==> config.mk <==
export PLATFORM = sky130hd
export DESIGN_NAME = lms_coef_update
export DESIGN_NICKNAME = d
export VERILOG_FILES = /design/src/rtl/adaptive_pkg.sv /design/src/rtl/lms_tap_mac.sv /design/src/rtl/lms_coef_update.sv
export SDC_FILE = /design/constraint.sdc
export NUM_CORES = 1
export LEC_CHECK = 0
export BUFFER_PORTS_ARGS = -buffer_cell sky130_fd_sc_hd__clkbuf_2
export CAP_MARGIN = 20
export CORE_MARGIN = 8
export CORE_UTILIZATION = 53
export DETAILED_ROUTE_END_ITERATION = 10
export PLACE_DENSITY = 0.73
export SYNTH_ARGS = -nofsm -noshare
export SYNTH_HDL_FRONTEND = slang
export SYNTH_SLANG_ARGS = --single-unit
==> constraint.sdc <==
create_clock -name clk -period 11.3 [get_ports clk]
set_clock_uncertainty 0.05 [all_clocks]
set_input_delay 2.825 -clock clk [delete_from_list [all_inputs] [get_ports clk]]
set_output_delay 2.825 -clock clk [all_outputs]
set_load 0.01 [all_outputs]
==> src/rtl/adaptive_pkg.sv <==
// Shared types, widths and saturation helpers for the adaptive FIR path.
// Contents:
//   NumTaps, SampleW, WeightW, AccW, ErrW : tap count and datapath widths
//   lms_state_e                           : coefficient-update FSM states
//   sat16 / sat20                         : signed clamps to 16 and 20 bits
package adaptive_pkg;

  localparam int unsigned NumTaps = 9;
  localparam int unsigned SampleW = 8;
  localparam int unsigned WeightW = 20;
  localparam int unsigned AccW    = 32;
  localparam int unsigned ErrW    = 16;

  typedef enum logic [1:0] {
    StIdle,
    StUpd,
    StDone
  } lms_state_e;

  // Clamp a 33-bit signed value to [-32768, 32767].
  function automatic logic signed [15:0] sat16(input logic signed [32:0] v);
    if (v > 33'sd32767) begin
      return 16'sd32767;
    end else if (v < -33'sd32768) begin
      return -16'sd32768;
    end else begin
      return v[15:0];
    end
  endfunction

  // Clamp a 25-bit signed value to [-524288, 524287].
  function automatic logic signed [19:0] sat20(input logic signed [24:0] v);
    if (v > 25'sd524287) begin
      return 20'sd524287;
    end else if (v < -25'sd524288) begin
      return -20'sd524288;
    end else begin
      return v[19:0];
    end
  endfunction

endpackage

==> src/rtl/lms_tap_mac.sv <==
// Combinational single-tap LMS update: h_new = sat20(h + ((err * x) >>> MU_SHIFT)).
// Shared across all taps by the top level through index muxing.
// Ports:
//   err   : latched, saturated error (s16)
//   x     : reference history sample for this tap (s8)
//   h     : current weight (s20)
//   h_new : updated, saturated weight (s20)
module lms_tap_mac
  import adaptive_pkg::*;
#(
  parameter int unsigned MU_SHIFT = 4
) (
  input  logic signed [ErrW-1:0]    err,
  input  logic signed [SampleW-1:0] x,
  input  logic signed [WeightW-1:0] h,
  output logic signed [WeightW-1:0] h_new
);

  logic signed [23:0] err_ext;
  logic signed [23:0] x_ext;
  logic signed [23:0] prod;
  logic signed [23:0] delta;
  logic signed [24:0] sum;

  assign err_ext = 24'(err);
  assign x_ext   = 24'(x);
  // 16x8 signed product always fits in 24 bits.
  assign prod    = err_ext * x_ext;
  assign delta   = prod >>> MU_SHIFT;
  // Summed wider than 21 bits so small MU_SHIFT values cannot wrap before the clamp.
  assign sum     = 25'(h) + 25'(delta);
  assign h_new   = sat20(sum);

endmodule

==> src/rtl/lms_coef_update.sv <==
// LMS coefficient-update engine for the 9-tap adaptive FIR.
// Accepts one (ref_data, fir_out, desired) triple while idle, latches the saturated error
// and the freeze flag, then updates weights h0..h8 one per cycle with a shared MAC.
// Ports:
//   clk, rst (sync, active-high)
//   in_valid, ref_data (s8), fir_out (s32), desired (s8), freeze : sample input
//   ready = !busy, busy : update in progress, done : one-cycle pulse, all taps final
//   h0..h8 (s20) : registered weights
module lms_coef_update
  import adaptive_pkg::*;
#(
  parameter int unsigned NTAPS     = NumTaps,
  parameter int unsigned FRAC      = 12,
  parameter int unsigned ERR_SHIFT = 12,
  parameter int unsigned MU_SHIFT  = 4
) (
  input  logic                      clk,
  input  logic                      rst,
  input  logic                      in_valid,
  input  logic signed [SampleW-1:0] ref_data,
  input  logic signed [AccW-1:0]    fir_out,
  input  logic signed [SampleW-1:0] desired,
  input  logic                      freeze,
  output logic                      ready,
  output logic                      busy,
  output logic                      done,
  output logic signed [WeightW-1:0] h0,
  output logic signed [WeightW-1:0] h1,
  output logic signed [WeightW-1:0] h2,
  output logic signed [WeightW-1:0] h3,
  output logic signed [WeightW-1:0] h4,
  output logic signed [WeightW-1:0] h5,
  output logic signed [WeightW-1:0] h6,
  output logic signed [WeightW-1:0] h7,
  output logic signed [WeightW-1:0] h8
);

  localparam int unsigned IdxW = $clog2(NTAPS);
  localparam logic [IdxW-1:0] IdxLast = IdxW'(NTAPS - 1);

  lms_state_e state_q, state_d;
  logic [IdxW-1:0] idx_q, idx_d;
  logic accept;

  logic signed [SampleW-1:0] hist_q [NTAPS-1];
  logic signed [SampleW-1:0] snap_q [NTAPS];
  logic signed [WeightW-1:0] h_q    [NTAPS];
  logic signed [ErrW-1:0]    err_q, err_d;
  logic                      frz_q;

  logic signed [32:0]        des_ext, fir_ext, e_full, e_shift;
  logic signed [SampleW-1:0] x_sel;
  logic signed [WeightW-1:0] h_sel, h_new;

  // Error path: align desired to the FIR output's fixed point, then scale and clamp.
  assign des_ext = 33'(desired);
  assign fir_ext = 33'(fir_out);
  assign e_full  = (des_ext <<< FRAC) - fir_ext;
  assign e_shift = e_full >>> ERR_SHIFT;
  assign err_d   = sat16(e_shift);

  assign accept = (state_q == StIdle) && in_valid;

  always_comb begin
    state_d = state_q;
    idx_d   = idx_q;
    unique case (state_q)
      StIdle: begin
        if (in_valid) begin
          state_d = StUpd;
          idx_d   = '0;
        end
      end
      StUpd: begin
        if (idx_q == IdxLast) begin
          state_d = StDone;
        end else begin
          idx_d = idx_q + IdxW'(1);
        end
      end
      StDone: begin
        state_d = StIdle;
      end
      default: begin
        state_d = StIdle;
      end
    endcase
  end

  always_ff @(posedge clk) begin
    if (rst) begin
      state_q <= StIdle;
      idx_q   <= '0;
    end else begin
      state_q <= state_d;
      idx_q   <= idx_d;
    end
  end

  assign x_sel = snap_q[idx_q];
  assign h_sel = h_q[idx_q];

  lms_tap_mac #(
    .MU_SHIFT(MU_SHIFT)
  ) u_tap_mac (
    .err  (err_q),
    .x    (x_sel),
    .h    (h_sel),
    .h_new(h_new)
  );

  always_ff @(posedge clk) begin
    if (rst) begin
      err_q <= '0;
      frz_q <= 1'b0;
      for (int i = 0; i < NTAPS - 1; i++) begin
        hist_q[i] <= '0;
      end
      for (int i = 0; i < NTAPS; i++) begin
        snap_q[i] <= '0;
        h_q[i]    <= '0;
      end
    end else begin
      if (accept) begin
        err_q     <= err_d;
        frz_q     <= freeze;
        // Snapshot pairs the new sample with the history as it stood before this shift.
        snap_q[0] <= ref_data;
        hist_q[0] <= ref_data;
        for (int k = 1; k < NTAPS; k++) begin
          snap_q[k] <= hist_q[k-1];
        end
        for (int k = 1; k < NTAPS - 1; k++) begin
          hist_q[k] <= hist_q[k-1];
        end
      end
      if ((state_q == StUpd) && !frz_q) begin
        h_q[idx_q] <= h_new;
      end
    end
  end

  assign busy  = (state_q != StIdle);
  assign ready = !busy;
  assign done  = (state_q == StDone);

  assign h0 = h_q[0];
  assign h1 = h_q[1];
  assign h2 = h_q[2];
  assign h3 = h_q[3];
  assign h4 = h_q[4];
  assign h5 = h_q[5];
  assign h6 = h_q[6];
  assign h7 = h_q[7];
  assign h8 = h_q[8];

endmodule
After elaboration in Yosys (flattened, before gate mapping):

Memory sizes are Yosys's and may differ from the RTL's. A register that Yosys moved wholly into a read port is not among the register bits.
Cells that the tools add are included.

* bits in registers: 23
* memory bits (writable): 316
* bits of input ports: 52
* memories: 3

* add/sub/neg operators: 3
* $mul: 1
* magnitude comparators: 4
* equal/unequal tests: 6
* mux-type cells: 42
* bitwise logic cells: 17
* reductions and logical operators: 10

Memories
* h_q: words 9, bits a word 20, rd ports 10, clocked after memory_dff 1, write ports 9, line lms_coef_update.sv:47 `logic signed [WeightW-1:0] h_q [NTAPS];`
* snap_q: words 9, bits a word 8, rd ports 1, clocked after memory_dff 1, write ports 9, line lms_coef_update.sv:46 `logic signed [SampleW-1:0] snap_q [NTAPS];`
* hist_q: words 8, bits a word 8, rd ports 8, clocked after memory_dff 0, write ports 8, line lms_coef_update.sv:45 `logic signed [SampleW-1:0] hist_q [NTAPS-1];`

Operator list (number)
* two-way mux 8 bit: 17
* two-way mux 20 bit: 3
* subtractor 20 x 32 -> 33 bit: 1
* two-way mux 16 bit: 2
* two-way mux 4 bit: 7
* greater-than comparator 25 x 20 -> 1 bit (second input constant): 1
* < comparator 25 x 20 -> 1 bit (second input constant): 1
* multiplier 16 x 8 -> 24 bit: 1
* adder 20 x 20 -> 21 bit: 1
* greater-than comparator 21 x 16 -> 1 bit (second input constant): 1
* < comparator 21 x 16 -> 1 bit (second input constant): 1
* OR reduction 20 bit: 1
* OR 1 bit: 17
* two-way mux 1 bit: 9
* one-hot mux 4 bit (2 select lines): 1
* inequality test 2 bit (second input constant): 3
* adder 4 x 1 -> 4 bit (second input constant): 1
* == test 4 bit (second input constant): 1
* two-way mux 2 bit: 2
* one-hot mux 2 bit (2 select lines): 1
* nonzero test 2 bit: 2
* AND reduction 3 bit: 1
* == test 2 x 1 -> 1 bit (second input constant): 1
* == test 2 bit (second input constant): 1
* 4 further kinds: 6

Longest topological paths before layout:

* depth in word-level cells: 7
* mapped depth: 39
* mapped depth without buffers: 35

Cells and area by module:

Synthesis repeated with hierarchy kept, for this count alone.

* cells, all modules: 1934
* area, all modules: 25433.1 µm²

By module, submodules not included
* lms_coef_update: times used 1, cells an instance 1172, area an instance 19281.0 µm²
* lms_tap_mac: times used 1, cells an instance 762, area an instance 6152.2 µm²

Worst setup path before layout:

No wires, ideal clock.

* path kind: register -> register
* start: register (tool-made name)
* end: memory h_q[10][15] (data pin)
* library setup time: 0.266 ns
* arrival: 8.071 ns
* required time: 10.984 ns
* slack: 2.913 ns
* cell stages (with the launch flop): 36
* buffers on the path: 4
* path through: dfxtp_1 buf_2 buf_1 mux4_2 mux2i_1 nor2_1 a21oi_1 clkbuf_1 nor2_1 fa_1 fa_1 fa_1 inv_1 fa_1 inv_1 ha_1 or3_1 o21ai_0 a211oi_1 o21a_1 o21a_1 o21ai_0 nand2b_1 xnor2_1 ha_1 a21o_1 a21oi_1 nor2b_1 nor4_1 a31oi_1 a2111oi_0 a41o_2 buf_2 nor2_1 nor2_4 inv_2

RTL lines (line)
* end, declared: lms_coef_update.sv:47

==> results.cfg <==
[clock_network]
post_cts_buffers = 0
hold_buffers = 0
cts_resized = 0
cts_tree = yes
cts_root_buf = clkbuf_16
cts_buffer_depth = 3
clock_latency_ns = 0.59
cts_made_buffers = 44
clock-sinks = 435
clk_pin_slew_ns = 0.06
h-tree-depth = 2

[detailed_routing]
drt_iter0_drc = 1431
drc = 0
post_drt_wl_per_cell_um = 24.0
vias = 16100
drt_wl_total_um = 65500
firstDrtPassIters = 5
ant_nets = 0
vias_per_cell = 5.90

[worst_hold_path]
holdPathStages = 2
worst_hold_path.endpoint = frz_q$_SDFFE_PP0P_
hp-class = flop to flop
hold_start = frz_q$_SDFFE_PP0P_

[setup_path]
end_kind = flop
reg2reg_to = h_q[2][14]$_SDFFCE_PN0P_
worstSetupPathType = flop to flop
start_kind = flop
critPathSlowestCell = a21oi_1
crit_arrival_ns = 10.28
reg2regPathDepth = 30
crit_top_cell = fa_1
crit_path_max_incr_delay_ns = 0.77
cp.required_ns = 11.55
r2r_slack_ns = 1.27
path_max_fanout = 28

[sta]
worstMarginPinSlew_ns = 1.09
tns_ns = 0
setup_viol = 0
drv_slew = 0
fmax_ghz = 0.0997
rsz0062_at_grt = false
relSlewSlack = 0.272
hold_violations = 0
min_period_ns = 10.03
timing.final.crit_share = 0.887

[grt]
grtUsageTotal = 0.244
grt_pass1_wl_um = 99200
gr-total-overflow = 0
grt_max_degree = 77
antenna_found_initial = 2
grt_pass1_vias = 16300

[yosys]
yosys_most_used_dff = edfxtp_1
ys_seq_area_frac = 0.522
synth_edf_count = 408
ys_warn_count = 0
synth_compound_area_frac = 0.0460
async_flop_share = 0
syn-num-nets = 2093
netlist_area_mm2 = 0.0245
yosys.area_share.simple = 0.130
synth_adder_area_share = 0.130
synthXorXnorAreaFrac = 0.0207
postSynthAreaPerCell_um2 = 13.3
synth_top_family_by_area = simple AND/OR/NAND/NOR gates
ys_ff_latch = 435
yosysUniqueCellTypes = 64
synth_cells = 1848
synth_mux_area_frac = 0.110

[cells_and_area]
finish.utilization = 0.613
n_antenna_cell = 0
nNetsFinal = 2334
mostFrequentLayoutCells = 408 x edfxtp_1, 263 x nor2_1, 236 x clkbuf_2
area_delta_synth_final_pct = 13.7
final_common_cell = edfxtp_1
final_layout_size_suffix_gt1_frac = 0.241

[power_and_ir_drop]
power.density_mw_per_mm2 = 230
ir_worst_vdd_v = 0.000274
seqPwrFrac = 0.354
p_int_mw = 3.79
clkPwrFrac = 0.230
p_leak_nw = 11.3
p_sw_mw = 2.60
switching_share = 0.407
combPwrFrac = 0.415

[floorplanning]
die_width_um = 231
io_pins = 235
die_h_um = 231
core_mm2 = 0.0455
dieArea_mm2 = 0.0534
rows = 78
initial_core_util = 0.539

[job]
drv_cap = 0

[placement]
dp_hpwl_um = 47700
place.gp.congestion = 0.930
port_buffers = 234

[outcome]
status = finished, final reports clean
[worst max-delay path by stage]
stage	endpoint	slack [ns]	depth (start not counted)
2_1_floorplan	h_q[10][15]$_DFFE_PP_	2.91	35
3_3_place_gp	h_q[1][12]$_SDFFCE_PN0P_	1.70	31
3_5_place_dp	h_q[1][16]$_SDFFCE_PN0P_	1.37	31
4_1_cts	h_q[1][0]$_SDFFCE_PN0P_	1.34	31
5_1_grt	h_q[1][13]$_SDFFCE_PN0P_	0.65	30
6_report	h_q[2][14]$_SDFFCE_PN0P_	1.27	30
[Yosys cell counts, types with 7 or more instances]
cell type  number  share of area
edfxtp_1      408           0.50
nor2_1        264          0.040
inv_1         169          0.026
mux4_2        116           0.11
nor2b_1       115          0.029
fa_1          103          0.084
ha_1           90          0.046
and2_1         66          0.017
a21oi_1        60          0.012
nand2_1        48         0.0074
xnor2_1        39          0.014
clkbuf_1       38         0.0058
nand2b_1       38         0.0097
buf_2          30         0.0061
dfxtp_1        27          0.022
nand3_1        21         0.0043
o21ai_0        20         0.0041
xor2_1         19         0.0068
nor3_1         14         0.0029
and3_1         12         0.0031
a21o_1         11         0.0034
nor2_4         10         0.0046
o211ai_2       10         0.0051
o211ai_1        9         0.0028
or2_1           9         0.0023
mux2i_1         8         0.0033
o21a_1          7         0.0021
[per-layer routing]
metal | track usage | vias to the layer above | wire length [um]
met3 | 0.0557 | 135 | 6760
met2 | 0.394 | 866 | 31600
li1 | - | 7005 | -
met1 | 0.325 | 8080 | 24900
met5 | 0 | - | 13
met4 | 0.0812 | 2 | 2200
[through the flow]
step           instance area (um^2)  setup slack, ns  power, mW  cells  hold WS, ns
2_1_floorplan                 24500             2.91       4.01   1848        0.387
6_report                      27900             1.27       6.40   2725        0.421
3_5_place_dp                  26400             1.37       4.90   2640        0.415
3_3_place_gp                  26300             1.70       4.81   2639        0.404
4_1_cts                       27800             1.34       6.37   2722        0.426
5_1_grt                       27900            0.646       6.73   2725        0.461
[registers in the layout (all words and copies together) (netlist names), named ones only]
name	cells
snap_q	59
state_q	2
h_q	320
idx_q	4
frz_q	1
hist_q	29
err_q	16
[cells by family (layout without fill, tap and decap cells)]
group	Yosys count	in the layout
AO/OA/AOI/OAI	162	162
adder cells (fa/ha/maj)	193	193
buffers and inverters	248	525
XOR/XNOR	58	58
AND/OR/NAND/NOR	628	628
multiplexers	124	124
flip-flops	435	435
[worst max-delay path: cells and delay by family, from the launching register on]
| kind | cells | cell delay, ns |
|---|---|---|
| AO/OA/AOI/OAI | 13 | 3.78 |
| XOR/XNOR | 1 | 0.13 |
| adder cells (fa/ha/maj) | 6 | 2.66 |
| buffers and inverters | 1 | 0.06 |
| flip-flops | 1 | 0.70 |
| multiplexers | 2 | 0.72 |
| AND/OR/NAND/NOR | 7 | 1.58 |
[power by group through the flow]
stage          logic, mW  clock network, mW  registers [mW]
2_1_floorplan       1.74                  0            2.27
3_3_place_gp        2.51                  0            2.30
3_5_place_dp        2.60                  0            2.30
4_1_cts             2.62               1.48            2.27
5_1_grt             2.90               1.55            2.27
6_report            2.66               1.47            2.27
[layout make-up]
| type | count | area (um^2) |
|---|---|---|
| fill | 3486 | 17600 |
| inverter | 170 | 639 |
| clock buffer | 55 | 1160 |
| tap | 600 | 751 |
| multi-input combinational | 1165 | 10700 |
| clock inverter | 27 | 299 |
| timing repair buffer | 273 | 1480 |
| sequential | 435 | 12800 |
(Power assumes the default switching activity.)
